<file path="config.mk">
export PLATFORM = sky130hd
export DESIGN_NAME = baud_tick_gen_flat
export DESIGN_NICKNAME = d
export VERILOG_FILES = /design/src/rtl/baud_pkg.sv /design/src/rtl/baud_tick_gen_if.sv /design/src/rtl/baud_div_table.sv /design/src/rtl/baud_tick_gen.sv /design/src/flat_wrapper.sv
export SDC_FILE = /design/constraint.sdc
export NUM_CORES = 1
export LEC_CHECK = 0
export CORE_UTILIZATION = 37
export CTS_CLUSTER_SIZE = 10
export DETAILED_ROUTE_END_ITERATION = 7
export PLACE_DENSITY = 0.61
export REMOVE_ABC_BUFFERS = 1
export SLEW_MARGIN = 20
export SYNTH_ARGS = -nofsm -noshare
export SYNTH_HDL_FRONTEND = slang
export SYNTH_SLANG_ARGS = --single-unit
</file>
<file path="constraint.sdc">
create_clock -name clk -period 2.8 [get_ports clk]
set_clock_uncertainty 0.2 [all_clocks]
set_input_delay 0.28 -clock clk [delete_from_list [all_inputs] [get_ports clk]]
set_output_delay 0.28 -clock clk [all_outputs]
set_load 0.005 [all_outputs]
</file>
<file path="src/rtl/baud_pkg.sv">
// baud_pkg: shared UART baud definitions.
// Holds the baud-code encoding, the supported rate list and the rounded
// divisor function used by the timing generator, TX/RX and register blocks.
package baud_pkg;

   // 4-bit baud codes as written by software into the control register.
   typedef enum logic [3:0] {
      BAUD_300    = 4'd0,
      BAUD_1200   = 4'd1,
      BAUD_2400   = 4'd2,
      BAUD_4800   = 4'd3,
      BAUD_9600   = 4'd4,
      BAUD_19200  = 4'd5,
      BAUD_38400  = 4'd6,
      BAUD_57600  = 4'd7,
      BAUD_115200 = 4'd8,
      BAUD_230400 = 4'd9,
      BAUD_460800 = 4'd10,
      BAUD_921600 = 4'd11
   } baud_code_e;

   localparam int unsigned BAUD_NUM_CODES    = 12;
   localparam logic [3:0]  BAUD_CODE_DEFAULT = BAUD_300;
   localparam int unsigned BAUD_MIN_DIV      = 2;

   // Rate list; unused codes fall back to the slowest rate.
   function automatic int unsigned baud_rate(input logic [3:0] code);
      case (code)
         BAUD_300:    return 300;
         BAUD_1200:   return 1200;
         BAUD_2400:   return 2400;
         BAUD_4800:   return 4800;
         BAUD_9600:   return 9600;
         BAUD_19200:  return 19200;
         BAUD_38400:  return 38400;
         BAUD_57600:  return 57600;
         BAUD_115200: return 115200;
         BAUD_230400: return 230400;
         BAUD_460800: return 460800;
         BAUD_921600: return 921600;
         default:     return 300;
      endcase
   endfunction

   // Clock cycles per bit for a code, rounded to nearest.
   function automatic longint unsigned baud_div(input longint unsigned clk_hz,
                                                input logic [3:0]       code);
      longint unsigned rate;
      rate = 64'(baud_rate(code));
      return (clk_hz + rate / 2) / rate;
   endfunction

endpackage

</file>
<file path="src/rtl/baud_tick_gen_if.sv">
// baud_tick_gen_if: control/strobe bundle between the UART register block
// (master) and the baud timing generator (slave).
interface baud_tick_gen_if #(
   parameter int unsigned CNT_W = 20
);
   logic             enable;
   logic             restart;
   logic [3:0]       baud_sel;
   logic [CNT_W-1:0] custom_div;
   logic             use_custom;
   logic             bit_tick;
   logic             half_tick;
   logic [CNT_W-1:0] k_active;
   logic             div_err;

   modport master (
      output enable, restart, baud_sel, custom_div, use_custom,
      input  bit_tick, half_tick, k_active, div_err
   );

   modport slave (
      input  enable, restart, baud_sel, custom_div, use_custom,
      output bit_tick, half_tick, k_active, div_err
   );
endinterface

</file>
<file path="src/rtl/baud_div_table.sv">
// baud_div_table: combinational baud code -> divisor ROM.
// Every entry is a constant computed from CLK_HZ at elaboration.
module baud_div_table
   import baud_pkg::*;
#(
   parameter int unsigned CLK_HZ = 100_000_000,
   parameter int unsigned CNT_W  = 20
) (
   input  logic [3:0]       code,
   output logic [CNT_W-1:0] div
);

   logic [CNT_W-1:0] rom [16];

   for (genvar i = 0; i < 16; i++) begin : g_rom
      localparam logic [CNT_W-1:0] K = CNT_W'(baud_div(64'(CLK_HZ), 4'(i)));
      assign rom[i] = K;
   end

   // ROM lookup
   always_comb begin
      div = rom[code];
   end

endmodule

</file>
<file path="src/rtl/baud_tick_gen.sv">
// baud_tick_gen: UART bit-period and mid-bit strobe generator.
// Optional feature macro: BAUD_CUSTOM_EN enables the runtime custom divisor
// (custom_div/use_custom) and the sticky div_err clamp flag. Without it the
// custom inputs are ignored and div_err stays 0.
module baud_tick_gen
   import baud_pkg::*;
#(
   parameter int unsigned CLK_HZ = 100_000_000,
   parameter int unsigned CNT_W  = 20
) (
   input logic             clk,
   input logic             reset,
   baud_tick_gen_if.slave  bus
);

   localparam logic [CNT_W-1:0] K_RESET = CNT_W'(baud_div(64'(CLK_HZ), BAUD_CODE_DEFAULT));
   localparam logic [CNT_W-1:0] MIN_DIV = CNT_W'(BAUD_MIN_DIV);

   logic [CNT_W-1:0] table_div;
   logic [CNT_W-1:0] req_div;
   logic [CNT_W-1:0] half_div;
   logic [CNT_W-1:0] cnt;
   logic [CNT_W-1:0] k_active;
   logic             run;
   logic             at_wrap;
   logic             at_half;
   logic             load;
   logic             bit_tick_q;
   logic             half_tick_q;
   logic             div_err_q;

   baud_div_table #(
      .CLK_HZ (CLK_HZ),
      .CNT_W  (CNT_W)
   ) u_div_table (
      .code (bus.baud_sel),
      .div  (table_div)
   );

`ifdef BAUD_CUSTOM_EN
   logic clamp_hit;

   // Requested divisor: custom value (clamped to a minimum of 2) or table entry
   always_comb begin
      req_div   = table_div;
      clamp_hit = 1'b0;
      if (bus.use_custom) begin
         if (bus.custom_div < MIN_DIV) begin
            req_div   = MIN_DIV;
            clamp_hit = 1'b1;
         end else begin
            req_div = bus.custom_div;
         end
      end
   end

   // Sticky clamp flag, cleared only by reset
   always_ff @(posedge clk or posedge reset) begin
      if (reset) begin
         div_err_q <= 1'b0;
      end else if (clamp_hit) begin
         div_err_q <= 1'b1;
      end
   end
`else
   logic unused_custom;

   // Table-only divisor; custom inputs are deliberately ignored
   always_comb begin
      req_div       = table_div;
      div_err_q     = 1'b0;
      unused_custom = ^{bus.custom_div, bus.use_custom, MIN_DIV};
   end
`endif

   // Phase decode; load points are exactly the edges where cnt returns to 0
   always_comb begin
      half_div = k_active >> 1;
      run      = bus.enable & ~bus.restart;
      at_wrap  = (cnt == k_active - 1'b1);
      at_half  = (cnt == half_div - 1'b1);
      load     = ~run | at_wrap;
   end

   // Bit-phase counter
   always_ff @(posedge clk or posedge reset) begin
      if (reset) begin
         cnt <= '0;
      end else if (!run || at_wrap) begin
         cnt <= '0;
      end else begin
         cnt <= cnt + 1'b1;
      end
   end

   // Active divisor, only swapped at a bit boundary so a period is never cut
   always_ff @(posedge clk or posedge reset) begin
      if (reset) begin
         k_active <= K_RESET;
      end else if (load) begin
         k_active <= req_div;
      end
   end

   // Registered one-cycle strobes; restart suppresses a coincident wrap
   always_ff @(posedge clk or posedge reset) begin
      if (reset) begin
         bit_tick_q  <= 1'b0;
         half_tick_q <= 1'b0;
      end else begin
         bit_tick_q  <= run & at_wrap;
         half_tick_q <= run & at_half;
      end
   end

   assign bus.bit_tick  = bit_tick_q;
   assign bus.half_tick = half_tick_q;
   assign bus.k_active  = k_active;
   assign bus.div_err   = div_err_q;

endmodule

</file>
<file path="src/flat_wrapper.sv">
// flat-port wrapper written by rule: the top's interface ports become plain ports
module baud_tick_gen_flat import baud_pkg::*;
#(
   parameter int unsigned CLK_HZ = 100_000_000,
   parameter int unsigned CNT_W  = 20
)
  (clk, reset, bus_enable, bus_restart, bus_baud_sel, bus_custom_div, bus_use_custom, bus_bit_tick, bus_half_tick, bus_k_active, bus_div_err);
  baud_tick_gen_if #(.CNT_W(CNT_W)) bus_i ();
  input logic clk;
  input logic reset;
  input wire logic [$bits(bus_i.enable)-1:0] bus_enable;
  input wire logic [$bits(bus_i.restart)-1:0] bus_restart;
  input wire logic [$bits(bus_i.baud_sel)-1:0] bus_baud_sel;
  input wire logic [$bits(bus_i.custom_div)-1:0] bus_custom_div;
  input wire logic [$bits(bus_i.use_custom)-1:0] bus_use_custom;
  output wire logic [$bits(bus_i.bit_tick)-1:0] bus_bit_tick;
  output wire logic [$bits(bus_i.half_tick)-1:0] bus_half_tick;
  output wire logic [$bits(bus_i.k_active)-1:0] bus_k_active;
  output wire logic [$bits(bus_i.div_err)-1:0] bus_div_err;
  assign bus_i.enable = bus_enable;
  assign bus_i.restart = bus_restart;
  assign bus_i.baud_sel = bus_baud_sel;
  assign bus_i.custom_div = bus_custom_div;
  assign bus_i.use_custom = bus_use_custom;
  assign bus_bit_tick = bus_i.bit_tick;
  assign bus_half_tick = bus_i.half_tick;
  assign bus_k_active = bus_i.k_active;
  assign bus_div_err = bus_i.div_err;
  baud_tick_gen #(.CLK_HZ(CLK_HZ), .CNT_W(CNT_W)) u_core (.clk(clk), .reset(reset), .bus(bus_i));
endmodule
</file>
==> impl.org <==
** Clock tree
- After clock tree synthesis, the clock-pin slew on the worst setup and hold paths is 0.09 ns.
- Maximum clock insertion buffer count :: 2
- For this design, the sink count on the clock tree is 40.
- The H-tree was split into 2 levels.
- CTS buffer count :: 5
- The later pin in the worst-skew pair is clocked with a latency of 0.30 ns.
- Root Buffer :: clkbuf_8
- TritonCTS built the clock tree.

** Worst setup path
- The worst setup path is of the flip-flop to flip-flop kind.
- Of all nets on the critical path, the largest fanout is 5.
- The worst register-to-register path ends at u_core.bus.k_active[13].
- Worst reg2reg path startpoint :: u_core.bus.k_active[14]
- Required time at the endpoint of the critical path :: 2.79 ns
- Worst setup SP type :: flip-flop
- For the worst setup path, the data arrival time is 2.71 ns.
- Worst R2R Path Depth :: 8
- FF-to-FF setup slack :: 0.08 ns
- Worst path max stage delay :: 0.59 ns
- The largest individual stage delay along the critical path comes from the cell or4_4.
- In this design, the largest share of critical-path delay is due to simple AND/OR/NAND/NOR gates.
- Together, buffers and inverters on the worst path number 1.
- Type of destination of the critical path :: flip-flop
- The critical path goes through or4_4, nor4b_4, a211oi_2, nor4_4, nand4_2, buf_6, nand2_8, mux2_2.

** Routing
- Number of nets with antenna violations after detailed routing :: 0
- In the routed layout, each cell is associated on average with a via count of 5.411.
- Dividing the detail-routed wire length by the instance count gives 16.68 microns.
- Starting DRC count in detailed routing :: 237
- Wirelength, routed :: 8893 microns
- Detailed routing inserted a total of 2,884 vias.
- Before antenna repair, the detailed router went through 4 iterations.
- DR DRC count :: 0

** Logic synthesis
- Fraction of the mapped netlist area in compound gates :: 0.08435
- Most used DFF post-synth :: dfrtp_1
- A synthesized cell averages 8.672 sq um.
- Instance count of the mapped netlist :: 378
- The synthesized design contains 0 enable-type register cells.
- The share of synthesized area in the top cell type comes to 0.2443.
- The biggest area contributor in the post-synthesis netlist is dfrtp_1.
- Of the synthesized area, sequential elements account for 0.3084.
- Flip-flop and latch count after synthesis :: 40
- By area, the combinational part of the netlist is dominated by simple AND/OR/NAND/NOR gates.
- Sorting the synthesized cells by area gives the leading types as dfrtp_1 24%, xnor2_1 8.8%, xor2_1 8.8%.
- Synthesis instantiated 57 different standard cells from the library.
- Arithmetic-cell share of the synthesized area counting full adders, half adders and majority gates :: 0.02672
- nor2_1 is the most common cell in the netlist.
- Multiplexer fraction of the synthesized cell area :: 0.08015
- Of the total synthesized cell area, the portion taken by AND, OR, NAND and NOR gates is 0.2500.
- Of the total synthesized cell area, the portion taken by XOR and XNOR cells is 0.1763.
- Count of synthesis-stage warnings from yosys :: 0
- Netlist area before placement :: 3278 sq um
- Most frequent cells after synthesis :: 45 x nor2_1, 33 x xnor2_1, 33 x xor2_1
- Fraction of registers with async set/reset :: 1.000

** Cells and area
- In the final layout, the share of cells above drive strength 1 is 0.2757.
- After routing the design area is 4232 sq um.
- The area growth from synthesis to layout is 29.08%.
- Number of diodes :: 0
- Number of nets in the finished design :: 463

** Global routing
- Number of global-route vias before repair :: 2,682
- Total overflow reported by the global router :: 0
- Global-route wire length before repair :: 13,820 microns
- In the global route stage, overall resource usage came out at 0.1965.
- Maximum number of pins on one net before global-route repair :: 41
- Number of antenna violations at the first check in global routing :: 0

** Power
- Across the VDD grid, the largest voltage drop is 0.2582 mV.
- For this design the ratio of total power to cell area is 389.2 nW/um^2.
- For this design the static power due to leakage is 1.790 nW.

** STA
- Static timing analysis puts the maximum clock frequency at 0.3677 GHz.
- Setup tns final :: 0 ns
- Part of the cycle the worst path needs :: 0.9712
- For the pin with the worst max-slew slack, the measured transition is 0.6821 ns.
- The max-slew violation count was 0.
- Setup repair after global routing could not meet its margin everywhere.
- Minimum clock period :: 2.719 ns
- Setup violations remaining at the end of the flow were counted as 0.
- Relative slew slack :: 0.5432
- The final-report hold violation count is 0.

** Floorplan
- Area of the core region :: 8382 sq um
- Starting density of the core :: 0.3911
- Measured along the y axis, the die boundary spans 96.13 microns.
- After floorplanning, the core was divided into 33 placement rows.
- Top-Level Pins :: 52
- The die covers 9240 sq um.
- The floorplan step set the die width to 96.13 microns.

** Placed design
- Port buffer count :: 27
- At the end of routability-driven placement, the weighted congestion stood at 0.8823.
- Detailed-placement wirelength estimate :: 6355 microns
- In this run the cell area measured after placement is 3816 sq um.

** Min path
- The worst hold path belongs to the class primary input to async pin.

** Status
- Result of the run :: finished clean

** Flow run
- Number of maximum-capacitance constraint violations :: 0
==> state kept, by name, indices dropped and copies added, names as in the netlist <==
signal / cells
u_core.bus.half_tick: 1
u_core.bus.k_active: 18
u_core.bus.bit_tick: 1
u_core.cnt: 20
==> power by group <==
part	internal, mW	switching [mW]	total (mW)
Clock	0.178	0.228	0.405
Sequential	0.615	0.0460	0.661
Combinational	0.292	0.288	0.580
Total	1.09	0.561	1.65
==> stage by stage <==
step | total power [mW] | std cells | utilization | hold WS, ns | worst slack [ns]
floorplan | 0.9350 | 343 | - | 0.1503 | -0.2677
global placement | 1.151 | 518 | 0.4553 | 0.3669 | -0.1811
detailed placement | 1.157 | 518 | 0.4553 | 0.3635 | -0.2073
CTS | 1.574 | 530 | 0.4762 | 0.2266 | 0.003862
global route | 1.718 | 533 | 0.5049 | 0.2734 | -0.01729
finish | 1.647 | 533 | 0.5049 | 0.2022 | 0.08059
==> logic make-up (layout without fill, tap and decap cells) <==
family,after synthesis,after routing
simple gates,152,154
xor+xnor,66,66
buf+inv,49,95
compound gates,41,41
flops,40,40
mux,22,22
fa+ha+maj,7,7
other cells,1,3
==> cell usage in the layout, fill, tap and decap left out, types with 3 or more instances in the layout <==
cell type	count
xor2_1	32
a21oi_1	6
clkdlybuf4s50_1	27
nand3_1	9
dfrtp_1	31
nand2_1	28
conb_1	3
a211oi_1	4
nor2b_4	3
buf_6	6
nor2_1	45
mux2i_1	6
inv_1	10
clkbuf_8	5
mux2_4	7
buf_4	42
mux2_2	9
and3_1	9
dfstp_2	8
nor3_1	9
nand4_1	12
nor4_4	4
ha_1	5
xnor2_1	31
o21ai_0	7
nor4_1	4
a31oi_1	4
o22ai_1	6
nor4_2	3
==> per-layer routing <==
metal / vias up / share of wire / track usage
li1: 1393 / - / -
met1: 1395 / 0.45 / 0.2604
met2: 89 / 0.50 / 0.3422
met3: 7 / 0.044 / 0.02686
met4: 0 / 0.0092 / 0.03358
met5: - / 0 / 0
==> how the worst max path moves through the flow <==
| stage | endpoint | depth (start not counted) | startpoint | slack, ns |
|---|---|---|---|---|
| global route | u_core.bus.k_active[13] | 10 | u_core.bus.k_active[0] | -0.02 |
| detailed placement | u_core.bus.k_active[11] | 9 | u_core.bus.k_active[0] | -0.21 |
| floorplan | u_core.bus.k_active[11] | 7 | u_core.bus.k_active[3] | -0.27 |
| finish | u_core.bus.k_active[13] | 8 | u_core.bus.k_active[14] | 0.08 |
| global placement | u_core.bus.k_active[14] | 9 | u_core.bus.k_active[1] | -0.18 |
| CTS | u_core.bus.k_active[1] | 11 | u_core.bus.k_active[2] | 0.004 |
==> tightest hold or removal path, delay by kind of cell <==
kind,cells,cell delay [ns]
buffers and inverters,3,0.87
==> layout make-up <==
| type | instances | area [sq um] |
|---|---|---|
| multi-input cells | 293 | 2301 |
| fillers | 772 | 4150 |
| well taps | 105 | 131.4 |
| inverters | 12 | 45.04 |
| flip-flops and latches | 40 | 1012 |
| clock inverters | 2 | 16.27 |
| clock buffers | 6 | 72.57 |
| repair buffers | 75 | 653.1 |
==> repair_timing <==
item                       CTS  global route
resized for setup            8            44
hold buffers                 0             0
buffers inserted             2             2
pin swaps                    2            13
setup endpoints to repair   37            40
cloned                       2             1
Note: power is estimated with default switching activity, not from simulation.
